===== config.mk =====
export PLATFORM = sky130hd
export DESIGN_NAME = mario_sprite_render
export DESIGN_NICKNAME = d
export VERILOG_FILES = /design/src/rtl/mario_sprite_render.sv
export SDC_FILE = /design/constraint.sdc
export NUM_CORES = 1
export LEC_CHECK = 0
export ABC_AREA = 1
export CAP_MARGIN = 40
export CORE_MARGIN = 1.5
export CORE_UTILIZATION = 47
export CTS_CLUSTER_DIAMETER = 40
export DETAILED_ROUTE_END_ITERATION = 16
export GPL_ROUTABILITY_DRIVEN = 0
export HOLD_SLACK_MARGIN = 0.05
export PLACE_DENSITY = 0.85
export SYNTH_ARGS = -nofsm -noshare
export SYNTH_HDL_FRONTEND = slang
export SYNTH_SLANG_ARGS = --single-unit

===== constraint.sdc =====
create_clock -name frame_clk -period 1.7 [get_ports frame_clk]
set_input_delay 0.255 -clock frame_clk [delete_from_list [all_inputs] [get_ports frame_clk]]
set_output_delay 0.255 -clock frame_clk [all_outputs]
set_load 0.01 [all_outputs]

===== src/rtl/mario_sprite_render.sv =====
// mario_sprite_render: hit-tests the current VGA pixel against Mario's 16x16
// sprite, forms the sprite ROM address and produces the pipelined palette
// index. Latency is 3 frame_clk edges from DrawX/DrawY to mario_on/mario_idx.
//
// Ports:
//   frame_clk, Reset        pixel clock, asynchronous active-high reset
//   vs                      VGA vertical sync (active-low)
//   DrawX, DrawY            current pixel coordinate
//   MarioX, MarioY          sprite anchor: columns MarioX-16..MarioX-1,
//                           rows MarioY..MarioY+15
//   reverse, in_air,        facing-left / airborne / walking flags
//   walking
//   walking_frame           animation phase, bits [4:3] pick the walk pose
//   rom_addr                registered sprite ROM address (pose,row,col)
//   rom_data                synchronous ROM data, valid one cycle after rom_addr
//   mario_on, mario_idx     opaque-pixel flag and its palette index
//   pose                    pose of the last hit pixel: 0 idle, 1-3 walk, 4 jump
//
// Build option: define MARIO_SHADOW_EN to latch the motion inputs into shadow
// registers on each vs falling edge, so a frame renders from one snapshot.
module mario_sprite_render (
  input  logic        frame_clk,
  input  logic        Reset,
  input  logic        vs,
  input  logic [9:0]  DrawX,
  input  logic [9:0]  DrawY,
  input  logic [9:0]  MarioX,
  input  logic [9:0]  MarioY,
  input  logic        reverse,
  input  logic        in_air,
  input  logic        walking,
  input  logic [4:0]  walking_frame,
  output logic [10:0] rom_addr,
  input  logic [3:0]  rom_data,
  output logic        mario_on,
  output logic [3:0]  mario_idx,
  output logic [2:0]  pose
);

  localparam int unsigned CW = 10;
  localparam int unsigned AW = 11;

  logic          vs_prev;
  logic          vs_fall;
  logic [CW-1:0] eff_x;
  logic [CW-1:0] eff_y;
  logic          eff_rev;
  logic          eff_air;
  logic          eff_walk;
  logic [1:0]    eff_wf;

  assign vs_fall = vs_prev & ~vs;

  // vs edge detector
  always_ff @(posedge frame_clk or posedge Reset) begin
    if (Reset) vs_prev <= 1'b0;
    else       vs_prev <= vs;
  end

`ifdef MARIO_SHADOW_EN
  logic [CW-1:0] sh_x;
  logic [CW-1:0] sh_y;
  logic          sh_rev;
  logic          sh_air;
  logic          sh_walk;
  logic [1:0]    sh_wf;

  // Per-frame snapshot of the motion inputs
  always_ff @(posedge frame_clk or posedge Reset) begin
    if (Reset) begin
      sh_x    <= '0;
      sh_y    <= '0;
      sh_rev  <= 1'b0;
      sh_air  <= 1'b0;
      sh_walk <= 1'b0;
      sh_wf   <= '0;
    end else if (vs_fall) begin
      sh_x    <= MarioX;
      sh_y    <= MarioY;
      sh_rev  <= reverse;
      sh_air  <= in_air;
      sh_walk <= walking;
      sh_wf   <= walking_frame[4:3];
    end
  end

  assign eff_x    = sh_x;
  assign eff_y    = sh_y;
  assign eff_rev  = sh_rev;
  assign eff_air  = sh_air;
  assign eff_walk = sh_walk;
  assign eff_wf   = sh_wf;
`else
  assign eff_x    = MarioX;
  assign eff_y    = MarioY;
  assign eff_rev  = reverse;
  assign eff_air  = in_air;
  assign eff_walk = walking;
  assign eff_wf   = walking_frame[4:3];
`endif

  // Only the top two phase bits matter; vs_fall is idle without shadowing
  logic unused_bits;
  assign unused_bits = ^{walking_frame[2:0], vs_fall};

  logic [2:0] pose_c;

  // Jump outranks walking; walk phase saturates at pose 3
  always_comb begin
    pose_c = 3'd0;
    if (eff_air) begin
      pose_c = 3'd4;
    end else if (eff_walk) begin
      case (eff_wf)
        2'd0:    pose_c = 3'd1;
        2'd1:    pose_c = 3'd2;
        default: pose_c = 3'd3;
      endcase
    end
  end

  // Signed compare so MarioX<16 clips at the left edge instead of wrapping
  logic signed [AW-1:0] dx_s;
  logic signed [AW-1:0] mx_s;
  logic signed [AW-1:0] left_s;
  logic                 in_x;
  logic                 in_y;
  logic                 on_screen;
  logic                 hit_c;
  logic [3:0]           col_raw;
  logic [3:0]           col;
  logic [3:0]           row;
  logic [AW-1:0]        addr_c;

  assign dx_s      = $signed({1'b0, DrawX});
  assign mx_s      = $signed({1'b0, eff_x});
  assign left_s    = mx_s - 11'sd16;
  assign in_x      = (dx_s >= left_s) && (dx_s < mx_s);
  assign in_y      = (DrawY >= eff_y) && ({1'b0, DrawY} < ({1'b0, eff_y} + 11'd16));
  assign on_screen = (DrawX < 10'd640) && (DrawY < 10'd480);
  assign hit_c     = in_x && in_y && on_screen;
  assign col_raw   = 4'(dx_s - left_s);
  assign col       = eff_rev ? ~col_raw : col_raw;   // 15-c
  assign row       = 4'(DrawY - eff_y);
  assign addr_c    = {pose_c, row, col};             // pose*256 + r*16 + c

  logic hit_d1;
  logic hit_d2;

  // Address stage, ROM-read stage, output stage
  always_ff @(posedge frame_clk or posedge Reset) begin
    if (Reset) begin
      rom_addr  <= '0;
      pose      <= '0;
      hit_d1    <= 1'b0;
      hit_d2    <= 1'b0;
      mario_on  <= 1'b0;
      mario_idx <= '0;
    end else begin
      hit_d1 <= hit_c;
      if (hit_c) begin
        rom_addr <= addr_c;
        pose     <= pose_c;
      end
      hit_d2 <= hit_d1;
      if (hit_d2 && (rom_data != 4'd0)) begin
        mario_on  <= 1'b1;
        mario_idx <= rom_data;
      end else begin
        mario_on  <= 1'b0;
        mario_idx <= '0;
      end
    end
  end

endmodule


Word level (Yosys, flattened, before mapping)
Index checks and enable logic that the tools add are counted.
{"block": "totals", "register_bits": 21, "out_inout_bits": 19, "word_cells": 32}
{"block": "classes", "n_addsub": 4, "magnitude_cmp": 6, "n_eq_ne": 1, "muxes": 6, "n_bitwise": 1, "reduce_logical": 8}
{"cell": "adder 10 x 5 -> 11 bit, second input constant", "n": 1}
{"cell": "greater-or-equal comparator 11 bit", "n": 1}
{"cell": "less-than comparator 10 x 11 -> 1 bit", "n": 1}
{"cell": "subtractor 10 x 5 -> 11 bit, second input constant", "n": 1}
{"cell": "greater-or-equal comparator 10 bit", "n": 1}
{"cell": "less-than comparator 10 bit", "n": 1}
{"cell": "less-than comparator 10 bit, second input constant", "n": 1}
{"cell": "less-than comparator 10 x 9 -> 1 bit, second input constant", "n": 1}
{"cell": "2-to-1 mux 4 bit", "n": 2}
{"cell": "subtractor 4 bit", "n": 2}
{"cell": "logical AND 1 bit", "n": 6}
{"cell": "NOT 4 bit", "n": 1}
{"cell": "case mux 2 bit (2 select lines)", "n": 1}
{"cell": "nonzero test 4 bit", "n": 1}
{"cell": "2-to-1 mux 3 bit", "n": 1}
{"cell": "== test 2 x 1 -> 1 bit, second input constant", "n": 1}
{"cell": "logical NOT 2 bit", "n": 1}
{"cell": "2-to-1 mux 2 bit", "n": 1}
{"cell": "2-to-1 mux 1 bit", "n": 1}

Depth between registers and ports, before layout
{"block": "depth", "word_depth": 5, "mapped_depth": 16, "mapped_depth_nobuf": 15}

Worst setup path before layout
OpenSTA, ideal clock, no wires.
{"block": "synth_timing", "kind": "in2reg", "start": "in MarioY[4]", "end": "reg rom_addr[8]", "setup_ps": 117, "t_arrival_ps": 1812, "slack_ps": -230, "path_stages": 14, "path_buffers": 1, "cell_sequence": "ha_1 -> nand3_1 -> xor2_1 -> ha_1 -> a21oi_1 -> nand3b_1 -> nand2_1 -> nor2_1 -> nand2_1 -> nor2_4 -> nand3_2 -> buf_6 -> nand2_1 -> nand2_1"}
{"block": "synth_via", "elab_chain_len": 5, "elab_cells_between_ends": 6, "cone_classes": "add/sub: 1; order compare: 2; reduce/logical: 3"}
{"element": "start: declaration", "line_no": "28", "rtl": "input logic [9:0] MarioY,"}
{"element": "adder 10 x 5 -> 11 bit", "line_no": "139", "rtl": "assign in_y = (DrawY >= eff_y) && ({1'b0, DrawY} < ({1'b0, eff_y} + 11'd16));"}
{"element": "less-than comparator 10 x 11 -> 1 bit", "line_no": "139"}
{"element": "logical AND 1 bit *", "line_no": "139"}
{"element": "logical AND 1 bit * (2 in series)", "line_no": "141", "rtl": "assign hit_c = in_x && in_y && on_screen;"}
{"element": "end signal: assignment", "line_no": "162", "rtl": "rom_addr <= addr_c;"}
{"element": "end: declaration", "line_no": "33", "rtl": "output logic [10:0] rom_addr,"}
Every way passes the cells marked *; elsewhere a longest branch is shown, timed or not.
A chain may end at the register's enable or synchronous reset.

Worst setup path after layout
{"block": "layout_timing", "start": "in MarioX[6]", "end": "reg rom_addr[10]"}
{"block": "layout_via", "elab_chain_len": 5, "elab_cells_between_ends": 6, "cone_classes": "add/sub: 1; order compare: 2; reduce/logical: 3"}
{"element": "start: declaration", "line_no": "27", "rtl": "input logic [9:0] MarioX,"}
{"element": "subtractor 10 x 5 -> 11 bit", "line_no": "137", "rtl": "assign left_s = mx_s - 11'sd16;"}
{"element": "greater-or-equal comparator 11 bit", "line_no": "138", "rtl": "assign in_x = (dx_s >= left_s) && (dx_s < mx_s);"}
{"element": "logical AND 1 bit *", "line_no": "138"}
{"element": "logical AND 1 bit * (2 in series)", "line_no": "141"}
Marked as above.

==> flow_summary.toml <==
[route]
wire_per_inst_um = 21.4
wl_um = 9130
vias_per_cell = 5.85
drc = 0
dr_total_vias = 2499
drt_iter0_drc = 356
firstDrtPassIters = 7
drtAntennaViolNets = 0

[setup_path]
path_cells = "buf_2 > inv_4 > nand3_4 > xor2_2 > ha_4 > nand3_2 > nor2_2 > nand2_1 > nand3_2 > nand2_2 > a21oi_4 > buf_6 > nand4_1 > nand2_1"
end_kind = "register"
rr_startpoint = "hit_d2$_DFF_PP0_"
start_kind = "input port"
r2r_slack_ns = 0.76
cp_data_arrival_time_ns = 2.40
r2r_end = "mario_idx[2]$_DFF_PP0_"
worstPathRequired_ns = 1.90
rr_worst_depth = 3
cp_slowest_cell = "ha_4"
cp_max_fo = 7
worst-setup-path-type = "in2reg"
cpPeakStageDelay_ns = 0.30

[power]
clkPwrFrac_pct = 16.2
seqPwrFrac_pct = 27.0
swShare_pct = 40.5
peakVddDrop_mv = 0.296
p_leak_nw = 1.77
switchingPower_w = 0.000989
comb_power_share_pct = 56.9
internal_power_w = 0.00145
power_w = 0.00244
p_per_area_mw_per_mm2 = 702

[yosys]
avgSynthCellArea_um2 = 7.32
synthTopCellsByArea = "dfrtp_1, ha_1, nand2_1"
synth_edf_count = 0
synth_area_mm2 = 0.00193
ys_warn_count = 0
synth.distinct_cells = 28
postSynthCellCount = 264
postSynth.asyncResetShare_pct = 100
ys_top_cells_by_count = "nand2_1, inv_1, ha_1"
synth_most_common_cell = "nand2_1"
ys_seq_area_share_pct = 23.3
synthFlopType = "dfrtp_1"
syn-num-nets = 355
synth.largest_area_cell = "dfrtp_1"
ys_ff_latch = 18
yosysTopAreaCellShare_pct = 23.3

[hold_path]
hold_path.class = "reg2reg"
holdPathStages = 0
min_to = "hit_d2$_DFF_PP0_"
holdCritStartpoint = "hit_d1$_DFF_PP0_"

[timing]
finalMaxSlewViolations = 0
skew_ns = 0.00313
setup_tns_ns = -4.75
fin_crit_sh_pct = 129
timing.fmax_mhz = 454
tightest_slew_ns = 0.748
setup_violations = 12
finalCriticalPeriod_ns = 2.20
rsz0062_at_grt = "true"
post-route-worst-setup-slack_ns = -0.501
relSlewSlack_pct = 50.1
hold_slack_ns = 0.391
final_hold_viol_count = 0

[floorplanning]
row_count = 23
start_util_pct = 48.6
die_w_um = 67.1
die-area_mm2 = 0.00450
core-area_mm2 = 0.00397
ios = 74
fp.dieH_um = 67.1

[clock_network]
cts_tree = "done"
cts-htree-levels = 1
clockRootBuffer = "clkbuf_8"
cts_buffers = 3
ctsHoldBuffers = 0
clock_path_buffers = 2
clk_latency_ns = 0.27
clkSinkCount = 18
cts.clk_slew.worst_paths_ns = 0.08

[finish]
finalNetCount = 469
area_growth_pct = 80.0
utilization_pct = 87.6
num_antenna_cells = 0
drive_gt1_share_pct = 36.6

[placed_design]
dpl.hpwl_um = 4050
port_buffers = 69

[run_status]
status = "complete, but fails checks"
violations = "negative setup slack"

[global_route]
grt_usage_pct = 34.7
grt_start_max_net_pins = 19
grt_overflow = 0
grt_pass1_vias = 2441
grt_antenna_before_repair = 0
grt_pass1_wl_um = 11800

[run]
maxCapViolations = 0
[sequential cells by signal, indices dropped and copies added (netlist names)]
| register | cells |
|---|---|
| hit_d2 | 1 |
| mario_idx | 4 |
| rom_addr | 11 |
| mario_on | 1 |
| hit_d1 | 1 |
[cells in the final DEF, fill, tap and decap left out, types with 14 or more instances in the layout]
| cell | Yosys | routed |
|---|---|---|
| nand2_1 | 64 | 47 |
| buf_4 | 4 | 39 |
| clkdlybuf4s50_1 | 0 | 35 |
| inv_1 | 45 | 33 |
| dlygate4sd2_1 | 0 | 22 |
| dfrtp_1 | 18 | 18 |
| ha_4 | 0 | 17 |
| ha_1 | 34 | 16 |
| nor2_1 | 19 | 15 |
| nand2_2 | 0 | 14 |
[critical path: cells and delay by family]
family	cells	cell delay (ns)
AND/OR/NAND/NOR	8	0.99
buffers and inverters	3	0.39
adder cells (fa/ha/maj)	1	0.30
AO/OA/AOI/OAI	1	0.30
XOR/XNOR	1	0.17
[kinds of logic (layout without fill, tap and decap cells)]
kind of cell	count (synthesis)	in the layout	synth area share [%]
and+or+nand+nor	113	114	25.5
buffers and inverters	56	168	12.1
adders and majority gates	36	36	24.1
AOI/OAI and AO/OA	25	25	7.71
DFF	18	18	23.3
xor gates and xnor gates	16	16	7.25
[repair_timing]
item                       CTS  global route
setup buffers                5             4
pin swaps                   52            24
cloned                       2             0
setup endpoints to repair   12            12
resized for setup          122            31
[worst max-delay path by stage]
stage | end | from
final | rom_addr[10]$_DFFE_PP0P_ | MarioX[6]
after global routing | rom_addr[10]$_DFFE_PP0P_ | MarioX[5]
after CTS | rom_addr[7]$_DFFE_PP0P_ | MarioX[4]
after detailed placement | rom_addr[7]$_DFFE_PP0P_ | MarioY[5]
after global placement | rom_addr[4]$_DFFE_PP0P_ | MarioY[5]
after floorplan | rom_addr[8]$_DFFE_PP0P_ | MarioY[5]
[per-stage QoR]
stage               instance area (µm²)  worst slack (ns)  std cells
floorplan                          1980            -0.163        264
global placement                   2950            -0.836        412
detailed placement                 2950            -0.923        412
CTS                                3350            -0.112        423
global route                       3480            -0.607        427
finish                             3480            -0.501        427
[layout make-up]
class / count / area, µm²
clock buffer: 4 / 55.1
multi-input combinational: 191 / 1670
sequential: 18 / 450
tap: 50 / 62.6
fill: 167 / 494
timing repair buffer: 115 / 1040
inverter: 49 / 196
[power by group through the flow]
stage / combinational [W] / clock, W / sequential, W
2_1_floorplan: 0.000440 / 0 / 0.000660
3_3_place_gp: 0.00101 / 0 / 0.000617
3_5_place_dp: 0.00104 / 0 / 0.000625
4_1_cts: 0.00117 / 0.000351 / 0.000620
5_1_grt: 0.00148 / 0.000398 / 0.000660
6_report: 0.00139 / 0.000395 / 0.000659
[per-layer routing]
metal	share of wire, %	wire length, µm	GRT usage (%)	vias up
met1	35	3190	38.6	1145
met3	9.7	884	8.45	61
li1	-	-	-	1079
met5	0	0	0	-
met2	48	4380	59.4	214
met4	7.4	677	20.7	0
No activity file was read; power rests on OpenSTA's default activity.
